**src/rtl/mem_port_arbiter.sv**
```systemverilog
// mem_port_arbiter
//
// Shares one memory port between an instruction-fetch requester and a data
// requester. One transaction runs at a time: IDLE arbitrates and latches the
// winner's fields, ISSUE presents the request to memory until it is
// accepted, WAIT collects read data (bounded by TIMEOUT), and RESP returns a
// one-cycle ack to the granted port.
//
// Ports
//   Clk, Rst_N        clock, asynchronous active-low reset
//   in_if_*           fetch request (always a 32-bit read)
//   out_if_*          fetch ack pulse, instruction, error
//   in_dm_*           data request (read or byte-enabled write)
//   out_dm_*          data ack pulse, read data, error
//   out_mem_*         request to memory (doubleword-aligned address)
//   in_mem_*          memory accept / read-data return
//   out_busy          high whenever a transaction is in progress
module mem_port_arbiter #(
    parameter int unsigned TIMEOUT = 255
) (
    input  logic        Clk,
    input  logic        Rst_N,
    input  logic        in_if_req,
    input  logic [63:0] in_if_addr,
    output logic        out_if_ack,
    output logic [31:0] out_if_inst,
    output logic        out_if_err,
    input  logic        in_dm_req,
    input  logic        in_dm_we,
    input  logic [63:0] in_dm_addr,
    input  logic [63:0] in_dm_wr_data,
    input  logic [7:0]  in_dm_be,
    output logic        out_dm_ack,
    output logic [63:0] out_dm_rd_data,
    output logic        out_dm_err,
    output logic        out_mem_req,
    output logic        out_mem_we,
    output logic [63:0] out_mem_addr,
    output logic [63:0] out_mem_wr_data,
    output logic [7:0]  out_mem_be,
    input  logic        in_mem_ready,
    input  logic        in_mem_rvalid,
    input  logic [63:0] in_mem_rd_data,
    output logic        out_busy
);

    localparam logic [7:0] TIMEOUT_C = 8'(TIMEOUT);

    typedef enum logic [1:0] {
        ST_IDLE  = 2'd0,
        ST_ISSUE = 2'd1,
        ST_WAIT  = 2'd2,
        ST_RESP  = 2'd3
    } state_t;

    state_t      r_state;
    logic        r_last_grant;   // 1 = data port won last, 0 = fetch
    logic        r_gnt_dm;       // port owning the current transaction
    logic        r_we;
    logic [63:0] r_addr;
    logic [63:0] r_wr_data;
    logic [7:0]  r_be;
    logic [7:0]  r_cnt;
    logic        r_mem_req;
    logic        r_if_ack;
    logic        r_if_err;
    logic [31:0] r_if_inst;
    logic        r_dm_ack;
    logic        r_dm_err;
    logic [63:0] r_dm_rd_data;

    // Data wins if it is the only requester, or on a tie when fetch won last.
    logic w_pick_dm;
    logic w_if_misaligned;
    logic w_timeout;

    assign w_pick_dm       = in_dm_req && (!in_if_req || !r_last_grant);
    assign w_if_misaligned = (in_if_addr[1:0] != 2'b00);
    assign w_timeout       = ((r_cnt + 8'd1) == TIMEOUT_C);

    always_ff @(posedge Clk or negedge Rst_N) begin
        if (!Rst_N) begin
            r_state      <= ST_IDLE;
            r_last_grant <= 1'b0;
            r_gnt_dm     <= 1'b0;
            r_we         <= 1'b0;
            r_addr       <= '0;
            r_wr_data    <= '0;
            r_be         <= '0;
            r_cnt        <= '0;
            r_mem_req    <= 1'b0;
            r_if_ack     <= 1'b0;
            r_if_err     <= 1'b0;
            r_if_inst    <= '0;
            r_dm_ack     <= 1'b0;
            r_dm_err     <= 1'b0;
            r_dm_rd_data <= '0;
        end else begin
            // Acks are single-cycle pulses; only the RESP entry raises them.
            r_if_ack <= 1'b0;
            r_dm_ack <= 1'b0;
            case (r_state)
                ST_IDLE: begin
                    if (in_if_req || in_dm_req) begin
                        r_gnt_dm     <= w_pick_dm;
                        r_last_grant <= w_pick_dm;
                        if (w_pick_dm) begin
                            r_we      <= in_dm_we;
                            r_addr    <= in_dm_addr;
                            r_wr_data <= in_dm_wr_data;
                            r_be      <= in_dm_be;
                            r_mem_req <= 1'b1;
                            r_state   <= ST_ISSUE;
                        end else begin
                            r_we      <= 1'b0;
                            r_addr    <= in_if_addr;
                            r_wr_data <= '0;
                            r_be      <= 8'hFF;
                            // A misaligned fetch never reaches memory.
                            if (w_if_misaligned) begin
                                r_if_ack <= 1'b1;
                                r_if_err <= 1'b1;
                                r_state  <= ST_RESP;
                            end else begin
                                r_mem_req <= 1'b1;
                                r_state   <= ST_ISSUE;
                            end
                        end
                    end
                end
                ST_ISSUE: begin
                    if (in_mem_ready) begin
                        r_mem_req <= 1'b0;
                        r_cnt     <= '0;
                        if (r_we) begin
                            // Only the data port can write.
                            r_dm_ack <= 1'b1;
                            r_dm_err <= 1'b0;
                            r_state  <= ST_RESP;
                        end else begin
                            r_state <= ST_WAIT;
                        end
                    end
                end
                ST_WAIT: begin
                    if (in_mem_rvalid || w_timeout) begin
                        r_state <= ST_RESP;
                        if (r_gnt_dm) begin
                            r_dm_ack <= 1'b1;
                            r_dm_err <= !in_mem_rvalid;
                            if (in_mem_rvalid) begin
                                r_dm_rd_data <= in_mem_rd_data;
                            end
                        end else begin
                            r_if_ack <= 1'b1;
                            r_if_err <= !in_mem_rvalid;
                            if (in_mem_rvalid) begin
                                r_if_inst <= r_addr[2] ? in_mem_rd_data[63:32]
                                                       : in_mem_rd_data[31:0];
                            end
                        end
                    end else begin
                        r_cnt <= r_cnt + 8'd1;
                    end
                end
                ST_RESP: begin
                    r_state <= ST_IDLE;
                end
                default: begin
                    r_state <= ST_IDLE;
                end
            endcase
        end
    end

    assign out_if_ack      = r_if_ack;
    assign out_if_inst     = r_if_inst;
    assign out_if_err      = r_if_err;
    assign out_dm_ack      = r_dm_ack;
    assign out_dm_rd_data  = r_dm_rd_data;
    assign out_dm_err      = r_dm_err;
    assign out_mem_req     = r_mem_req;
    assign out_mem_we      = r_we;
    assign out_mem_addr    = {r_addr[63:3], 3'b000};
    assign out_mem_wr_data = r_wr_data;
    assign out_mem_be      = r_be;
    assign out_busy        = (r_state != ST_IDLE);

endmodule

```
**config.mk**
```make
export PLATFORM = sky130hd
export DESIGN_NAME = mem_port_arbiter
export DESIGN_NICKNAME = d
export VERILOG_FILES = /design/src/rtl/mem_port_arbiter.sv
export SDC_FILE = /design/constraint.sdc
export NUM_CORES = 1
export LEC_CHECK = 0
export ABC_AREA = 0
export CAP_MARGIN = 20
export CORE_AREA = 2 2 197 199
export DETAILED_ROUTE_END_ITERATION = 8
export DIE_AREA = 0 0 199 201
export PLACE_DENSITY = 0.68
export SKIP_LAST_GASP = 1
export SLEW_MARGIN = 30
export SYNTH_ARGS = -nofsm -noshare
export SYNTH_HDL_FRONTEND = slang
export SYNTH_SLANG_ARGS = --single-unit
```
**constraint.sdc**
```tcl
create_clock -name Clk -period 2.6 [get_ports Clk]
set_clock_uncertainty 0.2 [all_clocks]
set_input_delay 0.52 -clock Clk [delete_from_list [all_inputs] [get_ports Clk]]
set_output_delay 0.52 -clock Clk [all_outputs]
set_load 0.01 [all_outputs]
```
==> summary by stage <==
Clocking
The post-CTS clock slew at the launch and capture registers of the worst setup and hold paths is 0.06 ns. The clock net in this run drives a total of 247 sinks. Buffers inserted during clock tree synthesis total 30.

Clock latency on the worst-skew pair, taken at its later pin, is 0.56 ns. CTS built an H-tree with a depth of 1. TritonCTS built the clock tree. Post-CTS timing repair inserted 0 buffers for setup.

The clock root buffer is clkbuf_16. The number of buffers on the longest clock path is 3.

Place
After legalization and detailed placement, the total HPWL measured 26.6 mm. At the end of routability-driven placement, the weighted congestion stood at 0.876. The setup slack after placement is -0.0423 ns. The count of buffers added on input and output ports is 504.

Worst hold path
The type of the most critical hold path is reg -> reg. Along the worst hold path, the cell count comes to 2. The start point of the worst hold path is out_if_inst[6].

Detailed routing
Across all layers, the routed design uses 8649 vias. The wire length per cell after detailed routing is 18.6 um. The routed wire length is 35.3 mm. For this run, design rule violations remaining after detail routing come to 0. In this run the remaining antenna-violating nets after routing total 0.

The detailed router's first-iteration violation count is 372. Using the TritonRoute via totals, the vias-per-cell ratio works out to 4.57. The total iterations of the first detailed-routing run is 4.

Die
The area of the die is 0.0400 sq mm. The boundary pin count is 510. The total number of placement rows is 72. The floorplan step set the die width to 199 um.

The area of the core region is 0.0381 sq mm. The vertical extent of the die is 201 um. For this configuration, the core starts out at a cell density of 28.2%.

Power and ir drop
The design draws 19.7 mW. The static leakage is 7.43 nW. The power density over the cells is 1150 mW/mm^2.

IR analysis of the VDD net gives a maximum drop of 693 uV.

Finish
The area occupied by multi-input gates is 0.00384 sq mm. The area added between synthesis and finish is 60.0%. The number of antenna diodes in the final layout is 0. The number of nets in the final layout is 1631. The library cells used most frequently in the layout, excluding fill and tap cells, are 502 x clkdlybuf4s50_1, 246 x dfrtp_1, 109 x nand2_1, 97 x o21ai_0, 94 x mux2i_1. The most frequent standard cell in the layout excluding fill and tap cells is clkdlybuf4s50_1. In the final layout, flip-flops and latches occupy 0.00618 sq mm. After filler insertion, the fill cell instance count of the layout stands at 3494. The post-route netlist has 11.9% of its cells at a drive strength greater than 1.

Timing
Headroom to the max-slew limit came out at 65.0%. The final count of negative-setup-slack endpoints is 0. The setup slack after layout is 0.139 ns. The max-slew violation count is 0. The final hold violation count is 0. The part of the cycle the worst path needs is 94.6%.

After layout, the minimum clock period comes to 2.46 ns. Static timing analysis puts the maximum clock frequency at 0.406 GHz. The transition time at the pin with the least slew margin is 0.524 ns. Setup repair after global routing left no endpoint under its margin.

Logic synthesis
The post-synth design cell area is 0.0107 sq mm. The sequential-to-total area share from yosys stat is 57.6%. The leading register cell type out of synthesis is dfrtp_1. The number of enable flip-flop cells after synthesis is 0. The synthesized netlist cell count is 901. After synthesis, the share of flip-flops with an asynchronous set or reset is 100%. The count of yosys warnings during synthesis is 0. In this run the mean area of a mapped cell was 11.9 sq um. The number of synthesized register bits is 247. The count of unique library cells instantiated by Yosys is 45.

Critical path
The cell type of the slowest stage on the worst timing path is dfrtp_1. STA puts the critical path data required time at 1.88 ns. The sum of buffers and inverters on the critical path is 3. The critical register-to-register path startpoint is r_cnt[0].

The sort of element at the start of the critical path is a flop. The endpoint arrival time on the critical path is 1.74 ns. Traced cell by cell, the critical path runs through inv_1 -> ha_1 -> inv_1 -> dlygate4sd2_1. In this design, the stage delay of the slowest critical-path cell is 0.40 ns. The total number of cells along the worst setup path is 4. By instance count, the cell type seen most on the critical path is inv_1. In this design, the largest share of critical-path delay is due to buffers and inverters.

The cell depth of the worst flop-to-flop path is 7. The origin of the worst setup path is r_state[0]. STA classifies the critical path endpoint as an output pin. The startpoint-to-endpoint class of the critical path is reg -> out. The worst reg-to-reg setup slack is 0.17 ns. Of all nets on the critical path, the largest fanout is 5.

GRT
The wire length of the first global-routing pass is 54.1 mm. Entering global routing, the biggest net connects 77 pins. The via count of the first global-routing pass is 9143. The number of antenna violations at the first check in global routing is 1. The global-route total usage across every layer is 17.4%. After global routing the overflow that remains totals 0.

Status
The run finished with clean final reports.

Run
The number of maximum-capacitance violations is 0.
## tightest hold or removal path, cell delays in order, from the launching register on
cell     delay [ns]
dfrtp_1        0.34
nand2_1        0.04
o21ai_0        0.06
## registers in the layout, indices dropped and copies added (netlist names)
register,flops
r_cnt,8
r_gnt_dm,1
out_mem_be,8
r_addr,62
r_state,2
out_mem_req,1
out_mem_we,1
out_dm_rd_data,64
out_if_inst,32
out_if_ack,1
out_if_err,1
out_dm_err,1
out_dm_ack,1
out_mem_wr_data,64
## cell families (layout without fill, tap and decap cells)
group	count (synthesis)	count (layout)	synth area share (%)
muxes	161	161	15.8
and+or+nand+nor	148	148	5.85
AOI/OAI and AO/OA	205	205	13.0
adders and majority gates	5	5	0.583
xor gates and xnor gates	1	1	0.0816
buffers and inverters	133	606	7.06
other	1	3	0.0349
DFF	247	247	57.6
## report_power, final
part	switching [mW]	internal [mW]	leakage, nW
logic	3.90	5.13	3.88
registers	1.04	5.66	3.08
clock network	1.63	2.36	0.465
total	6.57	13.2	7.43
## per-layer routing
metal	GRT usage [%]	vias to the layer above	share of wire [%]
li1	-	4044	-
met5	0	-	0.037
met2	30.1	298	50
met3	4.15	73	6.7
met1	21.2	4232	40
met4	6.10	2	3.3
## cell usage after synthesis (4+ instances only)
cell | count | area share [%]
nand2_1 | 110 | 3.8
o22a_1 | 8 | 0.65
inv_1 | 7 | 0.24
nand3_1 | 7 | 0.33
mux2_2 | 66 | 6.9
dfrtp_1 | 247 | 58
a21oi_1 | 4 | 0.19
buf_2 | 8 | 0.37
mux2i_1 | 94 | 8.8
ha_1 | 5 | 0.58
a22o_1 | 71 | 5.8
clkbuf_1 | 48 | 1.7
nor2_1 | 10 | 0.35
nor3_1 | 5 | 0.23
o21ai_0 | 98 | 4.6
buf_4 | 66 | 4.6
## stage by stage
step | std cells | utilization, % | hold slack (ns) | TNS, ns | area [sq um]
after floorplan | 903 | - | 0.0244 | 0 | 10700
after detailed placement | 1840 | 42.6 | 0.269 | -0.0606 | 16200
after global routing | 1894 | 45.1 | 0.302 | 0 | 17200
after CTS | 1894 | 45.1 | 0.282 | 0 | 17200
final | 1894 | 45.1 | 0.274 | 0 | 17200
after global placement | 1840 | 42.6 | 0.260 | -0.0198 | 16200
## cell type report
type / instances / share of cell area (%)
inverters: 7 / 0.153
clock buffers: 44 / 4.97
clock inverters: 9 / 0.517
well taps: 518 / 3.77
repair buffers: 546 / 32.3
flip-flops and latches: 247 / 36.0
multi-input cells: 523 / 22.3
## path summary, 6_finish.rpt
kind,to
min in group asynchronous,out_dm_rd_data[1]
worst max register to register,r_state[1]
worst max-delay path,out_busy
max in group asynchronous,r_addr[7]
worst min-delay path,out_if_inst[6]
worst min register to register,out_if_inst[6]
## repair_timing
action / CTS / global route
endpoints found under the setup margin: 1 / 0
hold endpoints to repair: 54 / 0
hold buffers: 1 / 0
gates resized for setup: 1 / 0
Power figures use the tool's default switching activity.
